===== src/rtl/uart_cmd_scheduler_pkg.sv =====
`default_nettype none
// ============================================================================
// uart_cmd_scheduler_pkg: ASCII constants, scheduler states and decode helpers
// Rev 1.0
// ============================================================================
package uart_cmd_scheduler_pkg;

   localparam logic [7:0] ASCII_ESC   = 8'h1B;
   localparam logic [7:0] ASCII_R_UP  = 8'h52;
   localparam logic [7:0] ASCII_R_LO  = 8'h72;
   localparam logic [7:0] ASCII_C_UP  = 8'h43;
   localparam logic [7:0] ASCII_C_LO  = 8'h63;
   localparam logic [7:0] ASCII_M_UP  = 8'h4D;
   localparam logic [7:0] ASCII_M_LO  = 8'h6D;
   localparam logic [7:0] ASCII_QMARK = 8'h3F;
   localparam logic [7:0] ASCII_EOL   = 8'h0A;

   typedef enum logic [1:0] {
      ST_IDLE      = 2'd0,
      ST_LOAD      = 2'd1,
      ST_WAIT_DONE = 2'd2
   } sched_state_e;

   typedef enum logic [2:0] {
      CMD_NONE  = 3'd0,
      CMD_RUN   = 3'd1,
      CMD_CLEAR = 3'd2,
      CMD_MODE  = 3'd3,
      CMD_ESC   = 3'd4
   } cmd_e;

   function automatic cmd_e decode_cmd(input logic [7:0] b);
      cmd_e c;
      case (b)
         ASCII_R_UP, ASCII_R_LO: c = CMD_RUN;
         ASCII_C_UP, ASCII_C_LO: c = CMD_CLEAR;
         ASCII_M_UP, ASCII_M_LO: c = CMD_MODE;
         ASCII_ESC:              c = CMD_ESC;
         default:                c = CMD_NONE;
      endcase
      return c;
   endfunction

   // Acknowledge is always the uppercase letter, '?' for anything unknown
   function automatic logic [7:0] ack_byte(input cmd_e c);
      logic [7:0] b;
      case (c)
         CMD_RUN:   b = ASCII_R_UP;
         CMD_CLEAR: b = ASCII_C_UP;
         CMD_MODE:  b = ASCII_M_UP;
         default:   b = ASCII_QMARK;
      endcase
      return b;
   endfunction

endpackage

`default_nettype wire


===== src/rtl/uart_cmd_scheduler_tx_fifo.sv =====
`default_nettype none
// ============================================================================
// uart_tx_fifo: synchronous byte FIFO with flush and free-entry count
// Rev 1.0
// ============================================================================
module uart_tx_fifo #(
   parameter int unsigned FIFO_DEPTH = 8
) (
   input  logic                          clk,
   input  logic                          rst_n,
   input  logic                          push,
   input  logic [7:0]                    push_data,
   input  logic                          pop,
   input  logic                          flush,
   output logic [7:0]                    head_data,
   output logic                          full,
   output logic                          empty,
   output logic [$clog2(FIFO_DEPTH):0]   free_cnt
);

   localparam int unsigned AW = $clog2(FIFO_DEPTH);

   logic [7:0]  mem_q [FIFO_DEPTH];
   logic [7:0]  mem_d [FIFO_DEPTH];
   logic [AW:0] wr_ptr_q, wr_ptr_d;
   logic [AW:0] rd_ptr_q, rd_ptr_d;
   logic        push_ok;
   logic        pop_ok;

   assign empty     = (wr_ptr_q == rd_ptr_q);
   assign full      = (wr_ptr_q[AW] != rd_ptr_q[AW]) &&
                      (wr_ptr_q[AW-1:0] == rd_ptr_q[AW-1:0]);
   assign free_cnt  = (AW+1)'(FIFO_DEPTH) - (wr_ptr_q - rd_ptr_q);
   assign head_data = mem_q[rd_ptr_q[AW-1:0]];

   // Flush wins over a same-cycle push; a same-cycle pop has already read the head
   assign push_ok = push && !full && !flush;
   assign pop_ok  = pop && !empty;

   always_comb begin
      wr_ptr_d = wr_ptr_q;
      rd_ptr_d = rd_ptr_q;
      mem_d    = mem_q;
      if (flush) begin
         wr_ptr_d = '0;
         rd_ptr_d = '0;
      end else begin
         if (push_ok) begin
            mem_d[wr_ptr_q[AW-1:0]] = push_data;
            wr_ptr_d                = wr_ptr_q + (AW+1)'(1);
         end
         if (pop_ok) begin
            rd_ptr_d = rd_ptr_q + (AW+1)'(1);
         end
      end
   end

   always_ff @(posedge clk or negedge rst_n) begin
      if (!rst_n) begin
         wr_ptr_q <= '0;
         rd_ptr_q <= '0;
      end else begin
         wr_ptr_q <= wr_ptr_d;
         rd_ptr_q <= rd_ptr_d;
      end
   end

   always_ff @(posedge clk) begin
      mem_q <= mem_d;
   end

endmodule

`default_nettype wire


===== src/rtl/uart_cmd_scheduler.sv =====
`default_nettype none
// ============================================================================
// uart_cmd_scheduler: decodes RX bytes into command pulses, queues acknowledges
// and schedules them onto uart_tx. Rev 1.0
// ============================================================================
module uart_cmd_scheduler
   import uart_cmd_scheduler_pkg::*;
#(
   parameter int unsigned FIFO_DEPTH = 8,
   parameter bit          ACK_EN     = 1'b1,
   parameter logic [7:0]  EOL_CHAR   = ASCII_EOL
) (
   input  logic       clk,
   input  logic       rst_n,
   input  logic       rx_done,
   input  logic [7:0] rx_data,
   input  logic       tx_busy,
   input  logic       tx_done,
   output logic       tx_start,
   output logic [7:0] tx_data,
   output logic       cmd_run_stop,
   output logic       cmd_clear,
   output logic       cmd_mode,
   output logic       cmd_esc_rst,
   output logic       err_overflow
);

   localparam int unsigned AW = $clog2(FIFO_DEPTH);

   cmd_e         rx_cmd;
   logic         ack_req;
   logic         fifo_room;
   logic         cmd_run_stop_q, cmd_run_stop_d;
   logic         cmd_clear_q, cmd_clear_d;
   logic         cmd_mode_q, cmd_mode_d;
   logic         cmd_esc_rst_q, cmd_esc_rst_d;
   logic         err_overflow_q, err_overflow_d;
   logic         enq_q, enq_d;
   logic [7:0]   enq_byte_q, enq_byte_d;
   logic         eol_pend_q, eol_pend_d;
   sched_state_e state_q, state_d;
   logic         tx_start_q, tx_start_d;
   logic [7:0]   tx_data_q, tx_data_d;

   logic         fifo_push;
   logic [7:0]   fifo_push_data;
   logic         fifo_pop;
   logic [7:0]   fifo_head;
   logic         fifo_full;
   logic         fifo_empty;
   logic [AW:0]  fifo_free_cnt;

   // Both bytes of an acknowledge are admitted together or not at all
   always_comb begin
      rx_cmd         = decode_cmd(rx_data);
      ack_req        = rx_done && ACK_EN && (rx_cmd != CMD_ESC);
      fifo_room      = !fifo_full && (fifo_free_cnt >= (AW+1)'(2));
      cmd_run_stop_d = rx_done && (rx_cmd == CMD_RUN);
      cmd_clear_d    = rx_done && (rx_cmd == CMD_CLEAR);
      cmd_mode_d     = rx_done && (rx_cmd == CMD_MODE);
      cmd_esc_rst_d  = rx_done && (rx_cmd == CMD_ESC);
      err_overflow_d = ack_req && !fifo_room;
      enq_d          = ack_req && fifo_room;
      enq_byte_d     = enq_d ? ack_byte(rx_cmd) : enq_byte_q;
      eol_pend_d     = eol_pend_q;
      if (cmd_esc_rst_q) begin
         eol_pend_d = 1'b0;
      end else if (enq_q) begin
         eol_pend_d = 1'b1;
      end else if (eol_pend_q) begin
         eol_pend_d = 1'b0;
      end
   end

   assign fifo_push      = enq_q || eol_pend_q;
   assign fifo_push_data = enq_q ? enq_byte_q : EOL_CHAR;

   uart_tx_fifo #(
      .FIFO_DEPTH (FIFO_DEPTH)
   ) u_tx_fifo (
      .clk       (clk),
      .rst_n     (rst_n),
      .push      (fifo_push),
      .push_data (fifo_push_data),
      .pop       (fifo_pop),
      .flush     (cmd_esc_rst_q),
      .head_data (fifo_head),
      .full      (fifo_full),
      .empty     (fifo_empty),
      .free_cnt  (fifo_free_cnt)
   );

   always_comb begin
      state_d    = state_q;
      tx_start_d = 1'b0;
      tx_data_d  = tx_data_q;
      fifo_pop   = 1'b0;
      case (state_q)
         ST_IDLE: begin
            if (!fifo_empty && !tx_busy) begin
               state_d = ST_LOAD;
            end
         end
         ST_LOAD: begin
            // A flush landing between IDLE and LOAD can leave nothing to send
            if (!fifo_empty && !tx_busy) begin
               fifo_pop   = 1'b1;
               tx_data_d  = fifo_head;
               tx_start_d = 1'b1;
               state_d    = ST_WAIT_DONE;
            end else begin
               state_d = ST_IDLE;
            end
         end
         ST_WAIT_DONE: begin
            if (tx_done) begin
               state_d = ST_IDLE;
            end
         end
         default: state_d = ST_IDLE;
      endcase
   end

   always_ff @(posedge clk or negedge rst_n) begin
      if (!rst_n) begin
         cmd_run_stop_q <= 1'b0;
         cmd_clear_q    <= 1'b0;
         cmd_mode_q     <= 1'b0;
         cmd_esc_rst_q  <= 1'b0;
         err_overflow_q <= 1'b0;
         enq_q          <= 1'b0;
         enq_byte_q     <= 8'h00;
         eol_pend_q     <= 1'b0;
         state_q        <= ST_IDLE;
         tx_start_q     <= 1'b0;
         tx_data_q      <= 8'h00;
      end else begin
         cmd_run_stop_q <= cmd_run_stop_d;
         cmd_clear_q    <= cmd_clear_d;
         cmd_mode_q     <= cmd_mode_d;
         cmd_esc_rst_q  <= cmd_esc_rst_d;
         err_overflow_q <= err_overflow_d;
         enq_q          <= enq_d;
         enq_byte_q     <= enq_byte_d;
         eol_pend_q     <= eol_pend_d;
         state_q        <= state_d;
         tx_start_q     <= tx_start_d;
         tx_data_q      <= tx_data_d;
      end
   end

   assign tx_start     = tx_start_q;
   assign tx_data      = tx_data_q;
   assign cmd_run_stop = cmd_run_stop_q;
   assign cmd_clear    = cmd_clear_q;
   assign cmd_mode     = cmd_mode_q;
   assign cmd_esc_rst  = cmd_esc_rst_q;
   assign err_overflow = err_overflow_q;

endmodule

`default_nettype wire


===== config.mk =====
export PLATFORM = sky130hd
export DESIGN_NAME = uart_cmd_scheduler
export DESIGN_NICKNAME = d
export VERILOG_FILES = /design/src/rtl/uart_cmd_scheduler_pkg.sv /design/src/rtl/uart_cmd_scheduler_tx_fifo.sv /design/src/rtl/uart_cmd_scheduler.sv
export SDC_FILE = /design/constraint.sdc
export NUM_CORES = 1
export LEC_CHECK = 0
export BUFFER_PORTS_ARGS = -buffer_cell sky130_fd_sc_hd__clkbuf_2
export CAP_MARGIN = 15
export CORE_UTILIZATION = 45
export DETAILED_ROUTE_END_ITERATION = 10
export PLACE_DENSITY = 0.67
export SLEW_MARGIN = 30
export SYNTH_ARGS = -nofsm -noshare
export SYNTH_HDL_FRONTEND = slang
export SYNTH_SLANG_ARGS = --single-unit

===== constraint.sdc =====
create_clock -name clk -period 6.2 [get_ports clk]
set_input_delay 1.24 -clock clk [delete_from_list [all_inputs] [get_ports clk]]
set_output_delay 1.24 -clock clk [all_outputs]
set_load 0.05 [all_outputs]

# == After elaboration in Yosys (flattened, before gate mapping) ==
# Cells that the tools add are included.
# classes
add_sub_neg,4
muxes,21
magnitude_cmp,4
reduce_logical,29
bitwise,3
eq_ne,19
# ops
operator,n
$bwmux 64,1
$eq 8x7->1 const B,6
$mux 8,4
$bmux 8 s3,1
$demux 8 s3,1
$pmux 7 s3,1
$mux 4,4
$logic_and 1x1->1,14
$pmux 3 s4,1
$add 4x1->4 const B,2
$eq 8x5->1 const B,1
$ge 4x4->1 const B,2
$not 3->4,2
$eq 3x2->1 const B,2
$mux 2,3
$pmux 2 s3,1
$reduce_and 2->1,3
$reduce_or 2->1,3
$logic_not 1->1,5
$eq 4x4->1,1
$ge 4x2->1 const B,1
$lt 4x1->1 const B,1
$mux 1,4
$ne 2x2->1 const B,2
other kinds (13),14
# totals
ff_bits,98
in_bits,13

# == Logic depth before layout (Yosys ltp) ==
# logic_depth
ltp_word,8
mapped_depth,11

# == Modules after synthesis ==
# Synthesis repeated with hierarchy kept, for this count alone.
# unflattened
cells_unflattened,258
area_unflattened_um2,4177.8
# modules_own_cells
module,area_each_um2,cells_each,instances
uart_tx_fifo,3136.8,172,1
uart_cmd_scheduler,1041.0,86,1

# == Least setup slack after synthesis ==
# OpenSTA, ideal clock, no wires.
# synth_timing
kind,reg-to-reg
start,register u_tx_fifo.rd_ptr_q[0]
end,register u_tx_fifo.mem_q[48] (netlist name) (enable)
t_arrival_ns,2.557
required_time_ns,5.820
synth_period_minus_slack_ns,2.937
path_stages_with_launch,8
path_buffers,1
path_slack_ns,3.263
path_cell_list,dfrtp_1 > clkbuf_1 > inv_1 > ha_1 > nand3_1 > o22ai_1 > or3b_2 > nor3_1
# synth_between
elab_chain_len,6
# synth_lines
item,line_no,rtl
start: declaration,uart_cmd_scheduler_tx_fifo.sv:26,"logic [AW:0] rd_ptr_q, rd_ptr_d;"
start signal: assignment,uart_cmd_scheduler_tx_fifo.sv:64,rd_ptr_q <= rd_ptr_d;
$eq 3x3->1,uart_cmd_scheduler_tx_fifo.sv:32,(wr_ptr_q[AW-1:0] == rd_ptr_q[AW-1:0]);
$logic_and 1x1->1,uart_cmd_scheduler_tx_fifo.sv:31,assign full = (wr_ptr_q[AW] != rd_ptr_q[AW]) &&
$logic_not 1->1,uart_cmd_scheduler_tx_fifo.sv:37,assign push_ok = push && !full && !flush;
$logic_and 1x1->1 (2 in series),uart_cmd_scheduler_tx_fifo.sv:37,
$reduce_and 2->1 (no source line),-,
end signal: assignment,uart_cmd_scheduler_tx_fifo.sv:69,mem_q <= mem_d;
end: declaration,uart_cmd_scheduler_tx_fifo.sv:23,logic [7:0] mem_q [FIFO_DEPTH];
# Every way passes these cells.
# A chain may end at the register's enable or synchronous reset.

# == Worst setup path in the final report ==
# layout_timing
start,register u_tx_fifo.rd_ptr_q[2]
end,register u_tx_fifo.mem_q[38] (netlist name) (enable)
# Same word-level chain as after synthesis.

==> results.txt <==
- Most common cell in the synthesized netlist: edfxtp_1
- Outcome: finished, final reports clean
- Counting every instance in the synthesized netlist gives 234.
- Die H: 91.9 um
- The Yosys step of the flow raised 0 warnings.
- Global routing consumed, on the met3 layer, 3.23% of the routing resources.
- Worst voltage drop across the vdd grid: 0.170 mV
- Routed via count: 1910
* Nets: 281
- Number of enable flip-flop cells after synthesis: 56
* Internal power of the cells: 1.26 mW
- Dividing the detail-routed via count by the number of cells gives 5.20.
- After clock tree synthesis, the setup repair step added 0 buffers.
- TritonCTS built the clock tree.
- Global routing finished with a remaining overflow of 0.
- The worst setup path is of the flop to flop kind.
* Die area: 8440 um^2
- Max Transition Viols Final: 0
- Share of total power in sequential cells: 47.4%
- Top-level I/O count: 27
- The pre-antenna-repair detailed-routing pass consisted of 4 iterations.
* Final worst path period share: 52.0%
- Final HPWL DP: 4210 um
- The final number of hold-violating endpoints is 0.
* Top cell types by occurrence after synthesis: edfxtp_1, dfrtp_1, nor2_1, nand2_1, mux4_2
* CTS clock-pin slew for the worst setup and hold paths: 0.08 ns
* Smallest hold slack: 0.448 ns
- After synthesis, the share of flip-flops with an asynchronous set or reset is 35.6%.
* TritonCTS buffer count: 9
- Combined global-route utilization of all metal layers: 16.8%
- Antenna violations before repair: 0
* Net Sw Power: 766 uW
* Critical path capture point type: flop
- The initial utilization of the core area, before any placement, comes to 46.8%.
- CTS Hold Buffers Added: 0
- Once layout is done, the placed cells without fillers occupy 4010 um^2.
- Post-placement cell area: 3850 um^2
- The first global-routing pass estimated 10200 um of wire.
- In this run the register-to-register setup slack is 2.97 ns.
* Synthesis-stage register bit count: 87
- Data arrives at the worst endpoint at 3.21 ns.
* Drt total wl: 6180 um
- Entering global routing, the biggest net connects 32 pins.
* Delay contributed by the slowest stage of the critical path: 0.86 ns
- Of all nets on the critical path, the largest fanout is 17.
- Cell Area, Synth: 3640 um^2
- X dimension of the die: 91.9 um
* Final Setup Violations: 0
- The post-route netlist has 23.8% of its cells at a drive strength greater than 1.
* Peak-usage layer in the global routing report: met2
* Number of violations of the max-capacitance limit: 0
- CTS placed an instance of clkbuf_8 at the clock tree root.
- Hold Crit Start: state_q[0]$_DFFE_PN0P_
- The congestion estimate from routability-driven global placement came to 0.793.
- Clock latency on the worst-skew pair, taken at its later pin, is 0.34 ns.
* Switching power as a share of total power: 37.8%
* Number of gates resized after cts: 0
* Number of DRC violations after detailed-routing iteration 0: 106
- The worst register-to-register path begins at u_tx_fifo.rd_ptr_q[2]$_DFFE_PN0P_.
- Setup repair after global routing left no endpoint under its margin.
- Critical Path Source Type: flop
* Number of global-route vias before repair: 1949
- Counting every net in the synthesized netlist gives 254.
- Leak pwr: 1.54 nW
- The core region is 7770 um^2.
- Met2 layer usage reported by global route: 25.3%
- The worst pin sits at a relative slew slack of 47.3%.
- Clock network fraction of total power: 15.9%
- The floorplan has 32 rows.
* Number of H-tree levels: 3
* Number of antenna repair diodes: 0
* Critical path launch point: u_tx_fifo.rd_ptr_q[2]$_DFFE_PN0P_
- In the final routed layout, each cell accounts on average for 16.8 um.
* Ys flop type: edfxtp_1
- Input and output buffers added on the ports amount to 25.
- The worst path needs 3.23 ns of the cycle, external delays included.
- Share of power burned in combinational logic: 36.8%
* Clk sink count: 87
- For this run, global-route usage on met1 was measured as 23.2%.
- Worst path cell trace: ha_1, nand3_1, o22ai_1, or3b_2, nor2_1
* Average cell area after synthesis: 15.5 um^2
- Data required time of the worst path: 6.18 ns
* Clock skew after layout: 0.00832 ns
- Number of inserted filler cells in the final layout: 656
- Fin Setup TNS: 0 ns
* Min-Delay Path Class: flop to flop
- Drt drc: 0
- Area contributors post-synth: edfxtp_1, dfrtp_1, mux4_2
- For this design the ratio of total power to cell area is 504 nW/um^2.
* Clock buffer depth: 2
- Transition time at the pin with the least slew margin: 0.791 ns
- The count of nets left with antenna violations once routing finished came out at 0.
- Yosys mapped the design onto 41 distinct sky130hd cell types.
- From synthesis to final layout, the design area changed by 10.4%.
* Achievable Freq: 0.310 GHz
* Largest area contributor in the netlist: edfxtp_1
- Among all stages on the critical path, the largest delay is contributed by dfrtp_1.
* Fraction of the yosys area taken by sequential cells: 67.6%
* Fraction of synthesized cell area taken by the top area cell type: 46.2%
layer usage:
layer,vias up,share of wire (%)
li1,908,-
met1,948,48
met2,43,47
met3,11,3.0
met4,0,2.0
met5,-,0
state kept, by name, indices dropped and copies added (netlist names):
name	flops
cmd_clear	1
cmd_esc_rst	1
cmd_mode	1
cmd_run_stop	1
enq_byte_q	6
enq_q	1
eol_pend_q	1
err_overflow	1
state_q	2
tx_data	7
tx_start	1
u_tx_fifo.mem_q	56
u_tx_fifo.rd_ptr_q	4
u_tx_fifo.wr_ptr_q	4
worst paths after layout:
path                       cells after the start                           endpoint
setup / recovery                               5      u_tx_fifo.mem_q[38]$_DFFE_PP_
hold / removal                                 1             state_q[0]$_DFFE_PN0P_
setup reg to reg                               5      u_tx_fifo.mem_q[38]$_DFFE_PP_
hold reg to reg                                1             state_q[0]$_DFFE_PN0P_
max in group asynchronous                      1  u_tx_fifo.rd_ptr_q[1]$_DFFE_PN0P_
min in group asynchronous                      1          enq_byte_q[1]$_DFFE_PN0P_
cells by family (layout without fill, tap and decap cells):
group                    after synthesis  in the layout  share of synthesized area (%)
other                                  1              1                          0.103
flip-flops                            87             87                           67.6
adder cells (fa/ha/maj)                7              7                           2.62
multiplexers                          29             29                           12.9
XOR/XNOR                               9              9                           2.37
AND/OR/NAND/NOR                       61             61                           8.67
buffers and inverters                 21             52                           2.34
AO/OA/AOI/OAI                         19             19                           3.37
power by group through the flow:
stage,combinational (mW),sequential [mW],clock [mW]
floorplan,0.563,0.965,0
global placement,0.729,0.966,0
detailed placement,0.746,0.973,0
CTS,0.749,0.960,0.332
global route,0.830,0.984,0.353
finish,0.744,0.958,0.321
cell type report:
type	count	area [um^2]	share of cell area, %
Clock buffer	12	135	3.37
Clock inverter	3	13.8	0.343
Inverter	12	45.0	1.12
Multi-Input combinational cell	126	1110	27.6
Sequential cell	87	2460	61.3
Tap cell	102	128	3.18
Timing Repair Buffer	25	125	3.12
critical path: cells and delay by family (launching register included):
family / cells / cell delay, ns
DFF: 1 / 0.86
AOI/OAI and AO/OA: 1 / 0.24
and+or+nand+nor: 3 / 1.38
adders and majority gates: 1 / 0.37
through the flow:
step	setup slack, ns	total power, mW	utilization [%]	std cells
CTS	2.73	2.04	51.5	367
floorplan	3.26	1.53	-	234
global placement	2.73	1.69	49.5	352
detailed placement	2.74	1.72	49.6	352
global route	2.81	2.17	51.7	367
finish	2.97	2.02	51.7	367
layout by cell type, fill, tap and decap left out, types with 2 or more instances in the layout:
cell type  instances
nor2_1            17
nor3b_1            2
xor2_1             4
nor4_1             2
edfxtp_1          56
or3_1              2
dfrtp_1           30
clkinv_2           2
ha_1               6
and3_1             4
nor3_2             2
mux2i_1           11
a21oi_1            2
nor2b_1            2
o211ai_1           2
o21ai_0           10
xnor2_1            4
nand2_1           16
mux2_2             4
clkbuf_1           3
mux4_2            14
clkbuf_2          25
clkbuf_8           9
and2_1             5
inv_1             12
nand2b_1           2
Power figures use the tool's default switching activity.
